--- config.mk ---
export PLATFORM = sky130hd
export DESIGN_NAME = sig_dump_monitor
export DESIGN_NICKNAME = d
export VERILOG_FILES = /design/src/rtl/sig_dump_pkg.sv /design/src/rtl/sig_dump_fifo.sv /design/src/rtl/sig_dump_monitor.sv
export SDC_FILE = /design/constraint.sdc
export NUM_CORES = 1
export LEC_CHECK = 0
export BUFFER_PORTS_ARGS = -buffer_cell sky130_fd_sc_hd__buf_2
export CORE_UTILIZATION = 59
export DETAILED_ROUTE_END_ITERATION = 8
export PLACE_DENSITY = 0.8
export SLEW_MARGIN = 0
export SYNTH_ARGS = -nofsm -noshare
export SYNTH_HDL_FRONTEND = slang
export SYNTH_SLANG_ARGS = --single-unit
export TNS_END_PERCENT = 30
--- constraint.sdc ---
create_clock -name clk_i -period 21.3 [get_ports clk_i]
set_clock_uncertainty 0.2 [all_clocks]
set_input_delay 6.39 -clock clk_i [delete_from_list [all_inputs] [get_ports clk_i]]
set_output_delay 6.39 -clock clk_i [all_outputs]
set_load 0.005 [all_outputs]
--- src/rtl/sig_dump_pkg.sv ---
// Shared types for the signature/dump monitor:
// FSM states, done-cause bit positions and the FIFO record.
package sig_dump_pkg;

  typedef enum logic [1:0] {
    S_RUN   = 2'd0,
    S_GRACE = 2'd1,
    S_DRAIN = 2'd2,
    S_DONE  = 2'd3
  } state_t;

  localparam int CAUSE_STOP   = 0;
  localparam int CAUSE_SIMLEN = 1;

  localparam int REC_CH_W  = 8;
  localparam int REC_VAL_W = 128;

  // Sized for the widest channel/dump configuration; narrower
  // builds zero-fill the upper bits.
  typedef struct packed {
    logic [REC_CH_W-1:0]  ch;
    logic [15:0]          idx;
    logic [REC_VAL_W-1:0] value;
    logic [REC_VAL_W-1:0] value_t0;
  } record_t;

endpackage

--- src/rtl/sig_dump_fifo.sv ---
// Synchronous first-word-fall-through record FIFO.
// A push into a full FIFO is taken only when a pop happens in the same cycle.
module sig_dump_fifo
  import sig_dump_pkg::*;
#(
  parameter int DEPTH = 8
) (
  input  logic                   clk_i,
  input  logic                   rst_i,
  input  logic                   push_i,
  input  record_t                din_i,
  input  logic                   pop_i,
  output record_t                dout_o,
  output logic                   full_o,
  output logic                   empty_o,
  output logic [$clog2(DEPTH):0] count_o
);

  localparam int AW = $clog2(DEPTH);

  record_t mem [DEPTH];
  logic [AW-1:0] wptr;
  logic [AW-1:0] rptr;
  logic [AW:0]   count;
  logic          wr_en;
  logic          rd_en;

  assign empty_o = (count == '0);
  assign full_o  = (count == (AW+1)'(DEPTH));
  assign count_o = count;
  assign rd_en   = pop_i && !empty_o;
  assign wr_en   = push_i && (!full_o || rd_en);
  assign dout_o  = mem[rptr];

  always_ff @(posedge clk_i) begin
    if (wr_en) mem[wptr] <= din_i;
  end

  always_ff @(posedge clk_i) begin
    if (rst_i) begin
      wptr  <= '0;
      rptr  <= '0;
      count <= '0;
    end else begin
      if (wr_en) wptr <= wptr + 1'b1;
      if (rd_en) rptr <= rptr + 1'b1;
      unique case ({wr_en, rd_en})
        2'b10:   count <= count + 1'b1;
        2'b01:   count <= count - 1'b1;
        default: count <= count;
      endcase
    end
  end

endmodule

--- src/rtl/sig_dump_monitor.sv ---
// Snoops memory writes, captures per-channel dump values into a FIFO
// and sequences RUN -> GRACE -> DRAIN -> DONE on stop/simlen.
module sig_dump_monitor
  import sig_dump_pkg::*;
#(
  parameter int ADDR_WIDTH   = 21,
  parameter int DATA_WIDTH   = 128,
  parameter int DUMP_WIDTH   = 64,
  parameter int NUM_CH       = 2,
  parameter int FIFO_DEPTH   = 8,
  parameter int STOP_ADDR    = 0,
  parameter int CH_BASE_ADDR = 1,
  parameter int STOP_GRACE   = 50,
  localparam int CH_W = (NUM_CH > 1) ? $clog2(NUM_CH) : 1
) (
  input  logic                  clk_i,
  input  logic                  rst_i,
  input  logic                  mem_req_i,
  input  logic                  mem_we_i,
  input  logic [ADDR_WIDTH-1:0] mem_addr_i,
  input  logic [DATA_WIDTH-1:0] mem_wdata_i,
  input  logic [DATA_WIDTH-1:0] mem_wdata_t0_i,
  input  logic [NUM_CH-1:0]     ch_en_i,
  input  logic [31:0]           simlen_i,
  output logic                  out_valid_o,
  input  logic                  out_ready_i,
  output logic [CH_W-1:0]       out_ch_o,
  output logic [15:0]           out_idx_o,
  output logic [DUMP_WIDTH-1:0] out_value_o,
  output logic [DUMP_WIDTH-1:0] out_value_t0_o,
  output logic [1:0]            state_o,
  output logic                  done_o,
  output logic [1:0]            done_cause_o,
  output logic [NUM_CH-1:0]     overflow_o,
  output logic [31:0]           cycle_cnt_o
);

  state_t      state;
  logic [15:0] idx [NUM_CH];
  logic [31:0] grace_cnt;
  logic [31:0] cycle_cnt;
  logic [1:0]  cause;
  logic [NUM_CH-1:0] overflow;

  logic hit, ch_hit, push, pop, drop;
  logic stop_hit, lim_hit, run_like;
  logic [CH_W-1:0] sel;
  logic fifo_full, fifo_empty;
  logic [$clog2(FIFO_DEPTH):0] fifo_count;
  record_t rec_in, rec_out;

  assign hit      = mem_req_i && mem_we_i;
  assign run_like = (state == S_RUN) || (state == S_GRACE);
  assign stop_hit = hit && (state == S_RUN) &&
                    (mem_addr_i == ADDR_WIDTH'(STOP_ADDR));
  assign lim_hit  = run_like && (simlen_i != '0) &&
                    (cycle_cnt == simlen_i - 32'd1);

  always_comb begin
    ch_hit = 1'b0;
    sel    = '0;
    for (int c = 0; c < NUM_CH; c++) begin
      if (ch_en_i[c] &&
          mem_addr_i == ADDR_WIDTH'(CH_BASE_ADDR + c)) begin
        ch_hit = 1'b1;
        sel    = CH_W'(c);
      end
    end
  end

  assign push = hit && ch_hit && (state == S_RUN);
  assign pop  = out_valid_o && out_ready_i;
  assign drop = push && fifo_full && !pop;

  always_comb begin
    rec_in          = '0;
    rec_in.ch       = REC_CH_W'(sel);
    rec_in.idx      = idx[sel];
    rec_in.value    = REC_VAL_W'(mem_wdata_i[DUMP_WIDTH-1:0]);
    rec_in.value_t0 = REC_VAL_W'(mem_wdata_t0_i[DUMP_WIDTH-1:0]);
  end

  sig_dump_fifo #(
    .DEPTH(FIFO_DEPTH)
  ) u_fifo (
    .clk_i  (clk_i),
    .rst_i  (rst_i),
    .push_i (push),
    .din_i  (rec_in),
    .pop_i  (pop),
    .dout_o (rec_out),
    .full_o (fifo_full),
    .empty_o(fifo_empty),
    .count_o(fifo_count)
  );

  always_ff @(posedge clk_i) begin
    if (rst_i) begin
      state     <= S_RUN;
      cycle_cnt <= '0;
      cause     <= '0;
      overflow  <= '0;
      grace_cnt <= 32'(STOP_GRACE);
      for (int c = 0; c < NUM_CH; c++) idx[c] <= '0;
    end else begin
      if (push) begin
        idx[sel] <= idx[sel] + 16'd1;
        if (drop) overflow[sel] <= 1'b1;
      end
      if (run_like) cycle_cnt <= cycle_cnt + 32'd1;
      unique case (state)
        S_RUN: begin
          if (stop_hit) cause[CAUSE_STOP] <= 1'b1;
          if (lim_hit) cause[CAUSE_SIMLEN] <= 1'b1;
          if (lim_hit || (stop_hit && STOP_GRACE == 0)) begin
            state <= S_DRAIN;
          end else if (stop_hit) begin
            state     <= S_GRACE;
            grace_cnt <= 32'(STOP_GRACE);
          end
        end
        S_GRACE: begin
          grace_cnt <= grace_cnt - 32'd1;
          if (lim_hit) begin
            cause[CAUSE_SIMLEN] <= 1'b1;
            state <= S_DRAIN;
          end else if (grace_cnt <= 32'd1) begin
            state <= S_DRAIN;
          end
        end
        S_DRAIN: if (fifo_empty) state <= S_DONE;
        S_DONE:  state <= S_DONE;
        default: state <= S_RUN;
      endcase
    end
  end

  // Payload reads as zero whenever nothing is queued.
  assign out_valid_o    = !fifo_empty;
  assign out_ch_o       = fifo_empty ? '0 : rec_out.ch[CH_W-1:0];
  assign out_idx_o      = fifo_empty ? '0 : rec_out.idx;
  assign out_value_o    = fifo_empty ? '0 : rec_out.value[DUMP_WIDTH-1:0];
  assign out_value_t0_o = fifo_empty ? '0 : rec_out.value_t0[DUMP_WIDTH-1:0];
  assign state_o        = state;
  assign done_o         = (state == S_DONE);
  assign done_cause_o   = cause;
  assign overflow_o     = overflow;
  assign cycle_cnt_o    = cycle_cnt;

endmodule

==> summary.md, run 1 <==
| Metric | Value |
|---|---|
| Maxcap violations | 0 |
| Hold_ws | 0.247 ns |
| Crit path cell chain | buf_4 > buf_12 > mux4_2 > mux2i_1 > nor2_1 > buf_2 |
| F_max | 0.0921 GHz |
| Relative slew slack | 22.7% |
| FILL cells | 5,239 |
| Vias in the first global route | 27,938 |
| Beginning of the worst hold path | done_cause_o[1] |
| H-tree levels | 3 |
| Die area | 86,900 um^2 |
| Crit-path slowest cell | dfxtp_4 |
| Initial Utilization | 60.0% |
| Initial DRC Count | 2,600 |
| Worst path max stage delay | 0.85 ns |
| Share of layout cells above drive strength 1 | 28.7% |
| Post-CTS Setup Bufs | 0 |
| Final worst slack | 10.44 ns |
| Setup TNS | 0 ns |
| Top-count cell post-synth | edfxtp_1 |
| Hold/Removal Path Class | reg2reg |
| CP Max Fanout | 103 |
| WP data arrival | 4.27 ns |
| Post-synth ARST share | 0% |
| Area fraction of the dominant cell type after synthesis | 70.8% |
| WL/cell | 25.5 um |
| Initial antenna violation count | 24 |
| R2r setup slk | 16.79 ns |
| Worst r2r src | state_o[1] |
| Routed wire length | 109,000 um |
| Fin. Hold Viols | 0 |
| Port bufs | 372 |
| GRT overflow | 0 |
| Via count | 26,457 |
| Post-synth top cells | edfxtp_1 (1,192), mux4_2 (290), nor2_1 (260) |
| Synth area leader | edfxtp_1 |
| Worst Hold Path EP | done_cause_o[1] |
| CTS resizes | 0 |
| Fin crit share | 51.0% |
| Worst R2R End | u_fifo.mem[0][95] |
| Register Area | 37,500 um^2 |
| Clk sinks | 1,275 |
| Antenna Nets Post-Route | 0 |
| CTS root buf | clkbuf_16 |
| Crit path kind | reg2out |
| Slew Viols, Final | 0 |
| Synth Flop Type | edfxtp_1 |
| Final Setup Violations | 0 |
| Clk_lat worst skew | 0.71 ns |
| Syn Inst Count | 2,650 |
| Distinct cells, synth | 66 |
| Mapped Area | 50,600 um^2 |
| Minimum clock period after layout | 10.86 ns |
| Max VDD drop | 93.5 uV |
| CTS tree | done |
| Req. time, crit path | 14.71 ns |
| Num CTS Buffers | 120 |
| DIE WIDTH | 295 um |
| Number of synthesized flops with an enable pin | 1,192 |
| GP Congestion | 0.812 |
| Register-to-Register Path Depth | 7 |
| Synthesized net count | 2,976 |
| Yosys warnings | 0 |
| Setup crit end kind | output port |
| Vias per Instance | 6.17 |
| Synth area leaders | edfxtp_1 (71%), mux4_2 (13%), dfxtp_1 (3.3%) |
| RSZ-0062 raised after global routing | no |
| Final HPWL DP | 57,800 um |
| Max Root-Sink Buffers | 3 |
| Worst Max-Slew Pin Slew | 1.16 ns |
| Design Area, Final | 57,800 um^2 |
| #FFs+latches synth | 1,275 |
| Post-CTS Hold Buffers | 0 |
| Post-route core utilization | 68.6% |
| Static Leakage | 0.0184 uW |
| Seq/Total Area, Yosys | 74.1% |
| Post-DP Area | 53,700 um^2 |
| Core ar. | 84,200 um^2 |
| Clock transition at path regs | 0.06 ns |
| Drc violations | 0 |
| Die Span Y | 295 um |
| Boundary Pins | 501 |
| Hold Path Depth | 2 |
| Synthesized area per cell | 19.1 um^2 |
| Status | completed |
| Floorplan row count | 106 |
| CP Launch Type | flop |
| Multi-input logic area | 12,500 um^2 |
| Pwr dens | 86.0 nW/um^2 |
| Synthesis-to-finish area growth | 14.4% |
| 1st-pass router iterations | 5 |
| First-pass GRT wire length | 164,000 um |
| Largest net degree at the start of global routing | 159 |
| Setup WS pre-CTS | 10.13 ns |
| GRT Total Usage | 25.2% |
| Fin nets | 3,364 |
-- where the power goes --
group | internal, uW | switching [uW]
registers | 2730 | 2.14
clock network | 1260 | 907
logic | 21.4 | 45.7
total | 4020 | 955
-- how the worst max path moves through the flow --
stage | startpoint | slack (ns) | end
4_1_cts | flop | 10.26 | out_value_o[26]
3_3_place_gp | mem_addr_i[17] | 10.16 | u_fifo.mem[0][104]
5_1_grt | flop | 10.03 | out_value_o[62]
6_report | flop | 10.44 | out_value_o[62]
2_1_floorplan | mem_addr_i[17] | 2.51 | u_fifo.mem[0][0]
3_5_place_dp | mem_addr_i[17] | 10.13 | u_fifo.mem[0][104]
-- worst max-delay path, delay by kind of cell, from the launching register on --
kind	cells	cell delay, ns
flip-flops	1	0.85
AND/OR/NAND/NOR	1	0.08
buffers and inverters	3	1.61
multiplexers	2	0.88
-- placed cells by master (no fill, tap or decap), types with 29 or more instances in the layout --
cell type / netlist / layout
clkbuf_16: 0 / 122
nand3_1: 53 / 53
nand2_1: 57 / 57
buf_2: 4 / 372
mux2i_1: 157 / 157
dfxtp_1: 83 / 80
or3_1: 33 / 33
o21ai_0: 36 / 36
xnor2_1: 45 / 45
nor2_1: 260 / 254
edfxtp_1: 1192 / 1192
inv_1: 29 / 29
xor2_1: 35 / 35
mux4_2: 290 / 290
-- kinds of logic (layout without fill, tap and decap cells) --
logic type | Yosys count | after routing | share of synthesized area, %
xor gates and xnor gates | 80 | 80 | 1.39
DFF | 1275 | 1275 | 74.1
AOI/OAI and AO/OA | 111 | 111 | 1.40
muxes | 459 | 459 | 16.3
and+or+nand+nor | 554 | 554 | 5.33
other | 0 | 18 | 0
buffers and inverters | 161 | 644 | 1.24
adders and majority gates | 10 | 10 | 0.262
-- area by class of cell --
cell class	count	area share, %
multi-input combinational	1214	21.7
clock inverter	72	1.58
inverter	30	0.195
clock buffer	145	5.45
tap	1134	2.45
sequential	1275	64.8
antenna	18	0.0779
timing repair buffer	397	3.76
-- metrics by stage --
stage,total power (uW),instances
3_5_place_dp,2860,4050
6_report,4970,4285
5_1_grt,5100,4277
4_1_cts,5000,4267
3_3_place_gp,2850,4050
2_1_floorplan,2810,2650
-- metal layers --
layer,global-route usage [%],share of wire (%)
met5,0,0.11
met4,7.93,2.3
met3,4.71,7.1
met2,44.2,53
met1,31.8,38
-- registers in the layout (all words and copies together), names as in the netlist, named ones only --
| signal | cells |
|---|---|
| u_fifo.rptr | 3 |
| grace_cnt | 32 |
| overflow_o | 2 |
| state_o | 2 |
| u_fifo.count_o | 4 |
| u_fifo.wptr | 3 |
| u_fifo.mem | 1160 |
| idx | 32 |
| done_cause_o | 2 |
| cycle_cnt_o | 32 |
(Power assumes the default switching activity.)
==> inputs of run 2 (changes only) <==
Clock period 21.3 ns to 11 ns, I/O delays scaled along.
==> summary.md, run 2 (synthesis results as in run 1) <==
| Metric | Value |
|---|---|
| Fin nets | 3,368 (+0.12%) |
| H-tree levels | 3 (unchanged) |
| Worst Max-Slew Pin Slew | 1.14 ns (-0.0234 ns) |
| Pwr dens | 164 nW/um^2 (+91%) |
| Max Root-Sink Buffers | 3 (unchanged) |
| CTS resizes | 0 (unchanged) |
| Synthesis-to-finish area growth | 14.2% |
| Antenna Nets Post-Route | 0 (unchanged) |
| CTS root buf | clkbuf_16 |
| Initial antenna violation count | 13 (-46%) |
| Port bufs | 372 (unchanged) |
| Boundary Pins | 501 (unchanged) |
| WP data arrival | 3.93 ns (-0.34 ns) |
| Post-CTS Hold Buffers | 0 (unchanged) |
| Vias in the first global route | 27,248 (-2.5%) |
| Static Leakage | 0.0184 uW (-0.22%) |
| Comb pwr share | 1.4% (about the same) |
| Most frequent cells in the layout | edfxtp_1 (1,192), buf_2 (372), mux4_2 (290) |
| Clk_lat worst skew | 0.68 ns (-0.03 ns) |
| Switching power total | 1850 uW (+94%) |
| Max FFs per register | 1,160 (unchanged) |
| WL/cell | 25.1 um (-1.4%) |
| First-pass GRT wire length | 161,000 um (-1.8%) |
| F_max | 0.135 GHz |
| Most flop-heavy register | u_fifo.mem |
| Vias per Instance | 6.17 (-0.11%) |
| Floorplan row count | 106 (unchanged) |
| Final Setup Violations | 0 (unchanged) |
| GRT Total Usage | 24.8% (-0.41 points) |
| CTS tree | done |
| Hold/Removal Path Class | reg2reg |
| Worst path max stage delay | 1.11 ns (+0.26 ns) |
| CP Max Fanout | 71 (-31%) |
| Routed wire length | 107,000 um (-1.4%) |
| CP Launch Type | flop |
| Total chip power | 9480 uW (+91%) |
| Setup crit end kind | output port |
| 1st-pass router iterations | 5 (unchanged) |
| DIE WIDTH | 295 um (unchanged) |
| GP Congestion | 0.840 (+3.4%) |
| RSZ-0062 raised after global routing | no |
| Max VDD drop | 164 uV (+76%) |
| Status | completed |
| Slew Viols, Final | 0 (unchanged) |
| Die Span Y | 295 um (unchanged) |
| Die area | 86,900 um^2 (unchanged) |
| Fin crit share | 67.5% |
| Core ar. | 84,200 um^2 (unchanged) |
| Drc violations | 0 (unchanged) |
| Via count | 26,410 (-0.18%) |
| GRT overflow | 0 (unchanged) |
| Crit path kind | reg2out |
| Post-CTS Setup Bufs | 0 (unchanged) |
| Relative slew slack | 24.2% (+1.6 points) |
| Minimum clock period after layout | 7.43 ns |
| Hold_ws | 0.254 ns (+0.00783 ns) |
| Crit path cell chain | buf_4 > mux4_2 > mux2i_1 > nor2_1 > buf_2 |
| Maxcap violations | 0 (unchanged) |
| Most common cell after layout, fill and taps aside | edfxtp_1 |
| Fin. Hold Viols | 0 (unchanged) |
| Initial DRC Count | 2,290 (-12%) |
| Crit-path slowest cell | dfxtp_4 |
| Final HPWL DP | 57,800 um (about the same) |
| Num CTS Buffers | 119 (-0.83%) |
| Seq pwr share | 55.9% (+0.9 points) |
| Cell internal pwr | 7630 uW (+90%) |
| Clock network fraction of total power | 42.7% (-0.9 points) |
| Initial Utilization | 60.0% (unchanged) |
| Register Area | 37,500 um^2 (unchanged) |
| Multi-input logic area | 12,500 um^2 (about the same) |
| Clk sinks | 1,275 (unchanged) |
| FILL cells | 5,086 (-2.9%) |
| Req. time, crit path | 7.50 ns (-7.21 ns) |
| Net Sw Frac | 19.5% (+0.33 points) |
| Share of layout cells above drive strength 1 | 29.0% (+0.30 points) |
| Largest net degree at the start of global routing | 151 (-5.0%) |
| Clock transition at path regs | 0.06 ns (about the same) |
## run 2: routing by layer
metal	up-vias	global-route usage, %	wire length, um	part of all wire (%)
li1	11461	-	-	-
met1	13702	32.2	41800	39
met2	1071	43.5	56300	52
met3	158	4.18	7130	6.6
met4	18	6.58	2160	2.0
met5	-	0	127	0.12
## run 2: area by class of cell
type                       count  share of cell area (%)
sequential                  1275                    64.9
multi-input combinational   1214                    21.7
clock buffer                 137                    5.31
timing repair buffer         402                    3.92
tap                         1134                    2.46
clock inverter                84                    1.45
inverter                      30                   0.195
antenna                        6                  0.0260
## run 2: per-stage QoR
stage	utilization [%]	setup TNS, ns	worst slack, ns	area (um^2)	std cells
global placement	63.9	0	3.16	53800	4055
floorplan	-	-769.78	-0.803	50600	2650
finish	68.5	0	3.57	57700	4282
CTS	68.5	0	3.54	57700	4276
global route	68.5	0	3.43	57700	4280
detailed placement	63.9	0	3.07	53800	4055
## run 2: critical path, delay by kind of cell (launching register included)
family / cells / cell delay, ns
multiplexers: 2 / 0.93
AND/OR/NAND/NOR: 1 / 0.08
flip-flops: 1 / 1.11
buffers and inverters: 2 / 1.06
## run 2: path summary, 6_finish.rpt
kind                    from           endpoint  slack, ns  cells past startpoint
max                     flop       out_idx_o[4]       3.57                      5
min          done_cause_o[1]    done_cause_o[1]       0.25                      2
max reg2reg       state_o[1]  u_fifo.mem[4][47]       6.51                      7
min reg2reg  done_cause_o[1]    done_cause_o[1]       0.25                      2
## run 2: power groups by stage
stage	combinational (uW)	sequential [uW]	clock (uW)
after global placement	115	5400	0
after global routing	143	5300	4290
after detailed placement	129	5400	0
after floorplan	37.5	5400	0
after CTS	129	5300	4110
final	131	5300	4050
==> inputs of run 3 (changes only) <==
Clock period 11 ns to 7.64 ns, I/O delays scaled along.
==> summary.md, run 3 (synthesis results as in run 1) <==
| Metric | Value |
|---|---|
| Post-DP Area | 54,300 um^2 (+0.85%) |
| Max Root-Sink Buffers | 3 (unchanged) |
| Maxcap violations | 0 (unchanged) |
| Static Leakage | 0.0187 uW (+1.5%) |
| CP Max Fanout | 45 (-37%) |
| Hold Path Depth | 2 (unchanged) |
| Design Area, Final | 58,200 um^2 (+0.78%) |
| Vias in the first global route | 27,957 (+2.6%) |
| Die Span Y | 295 um (unchanged) |
| Final HPWL DP | 63,300 um (+9.6%) |
| Initial Utilization | 60.0% (unchanged) |
| GRT Total Usage | 26.3% (+1.5 points) |
| Net Sw Frac | 19.9% (+0.37 points) |
| Core ar. | 84,200 um^2 (unchanged) |
| Antenna Nets Post-Route | 0 (unchanged) |
| H-tree levels | 3 (unchanged) |
| Final Setup Violations | 0 (unchanged) |
| GRT overflow | 0 (unchanged) |
| GP Congestion | 0.822 (-2.1%) |
| Switching power total | 2720 uW (+47%) |
| Beginning of the worst hold path | done_cause_o[1] |
| Worst r2r src | grace_cnt[2] |
| CTS root buf | clkbuf_16 |
| Comb pwr share | 1.4% (about the same) |
| Max FFs per register | 1,160 (unchanged) |
| 1st-pass router iterations | 5 (unchanged) |
| Synthesis-to-finish area growth | 15.1% |
| CP Launch Type | flop |
| Largest net degree at the start of global routing | 92 (-39%) |
| First-pass GRT wire length | 169,000 um (+5.1%) |
| Status | completed |
| Max VDD drop | 226 uV (+38%) |
| Setup crit end kind | output port |
| Most frequent cells in the layout | edfxtp_1 (1,192), buf_2 (372), mux4_2 (290) |
| WP data arrival | 3.43 ns (-0.50 ns) |
| Setup TNS | 0 ns (unchanged) |
| Initial DRC Count | 2,495 (+9.0%) |
| Clk_lat worst skew | 0.71 ns (+0.03 ns) |
| Boundary Pins | 501 (unchanged) |
| Slew Viols, Final | 0 (unchanged) |
| RSZ-0062 raised after global routing | no |
| Relative slew slack | 22.5% (-1.7 points) |
| Crit path cell chain | buf_4 > mux4_2 > mux2i_1 > nor2_1 > buf_2 |
| R2r setup slk | 3.82 ns (-2.69 ns) |
| Clock network fraction of total power | 42.7% (about the same) |
| Port bufs | 372 (unchanged) |
| Clk sinks | 1,275 (unchanged) |
| F_max | 0.169 GHz |
| Num CTS Buffers | 118 (-0.84%) |
| Pwr dens | 235 nW/um^2 (+43%) |
| WL/cell | 26.2 um (+4.5%) |
| Share of layout cells above drive strength 1 | 29.9% (+0.90 points) |
| Most flop-heavy register | u_fifo.mem |
| CTS resizes | 0 (unchanged) |
| Hold/Removal Path Class | reg2reg |
| Post-CTS Hold Buffers | 0 (unchanged) |
| Floorplan row count | 106 (unchanged) |
| Fin crit share | 77.4% |
| Cell internal pwr | 10,900 uW (+43%) |
| Minimum clock period after layout | 5.92 ns |
| Crit path kind | reg2out |
| Drc violations | 0 (unchanged) |
| Die area | 86,900 um^2 (unchanged) |
| Crit-path slowest cell | dfxtp_4 |
| Most common cell after layout, fill and taps aside | edfxtp_1 |
| Vias per Instance | 6.27 (+1.7%) |
| CTS tree | done |
| Fin. Hold Viols | 0 (unchanged) |
| Initial antenna violation count | 23 (+10) |
| Post-CTS Setup Bufs | 0 (unchanged) |
| Worst path max stage delay | 0.99 ns (-0.12 ns) |
| Worst Max-Slew Pin Slew | 1.16 ns (+0.0254 ns) |
| Clock transition at path regs | 0.06 ns (about the same) |
| Register-to-Register Path Depth | 8 (+1) |
| DIE WIDTH | 295 um (unchanged) |
| Req. time, crit path | 5.15 ns (-2.35 ns) |
| Fin nets | 3,409 (+1.2%) |
| Via count | 27,172 (+2.9%) |
| Routed wire length | 114,000 um (+5.7%) |
| Seq pwr share | 55.9% (about the same) |
-- run 3: final cells by class --
class,instances,area [um^2]
flip-flops and latches,1275,37500
fillers,5099,26000
multi-input cells,1214,12600
clock buffers,136,3040
repair buffers,444,2690
well taps,1134,1420
clock inverters,86,836
inverters,30,113
diodes,13,32.5
-- run 3: metrics by stage --
step	total power [uW]	hold WS, ns	util (%)	setup WS [ns]	cells
floorplan	7840	0.242	-	-0.458	2650
global placement	7950	0.239	64.4	1.41	4097
detailed placement	7960	0.244	64.4	1.26	4097
CTS	13700	0.257	69.0	1.57	4319
global route	14000	0.280	69.1	1.44	4329
finish	13600	0.254	69.1	1.72	4332
-- run 3: path summary, 6_finish.rpt --
| path | endpoint |
|---|---|
| setup / recovery | out_value_o[22] |
| setup reg to reg | grace_cnt[29] |
| hold reg to reg | done_cause_o[1] |
| hold / removal | done_cause_o[1] |
-- run 3: critical path: cells and delay by family, from the launching register on --
family	cells	cell delay, ns
AND/OR/NAND/NOR	1	0.07
multiplexers	2	0.80
flip-flops	1	0.99
buffers and inverters	2	0.82
-- run 3: power groups by stage --
stage               logic (uW)  registers (uW)  clock network, uW
floorplan                 54.4            7780                  0
global placement           168            7780                  0
detailed placement         187            7780                  0
CTS                        189            7630               5900
global route               209            7620               6160
finish                     192            7630               5830
-- run 3: layer usage --
| metal | part of all wire (%) | track usage (%) |
|---|---|---|
| met3 | 7.5 | 4.43 |
| met1 | 38 | 34.1 |
| met4 | 2.3 | 8.00 |
| met2 | 52 | 45.6 |
| met5 | 0.13 | 0 |
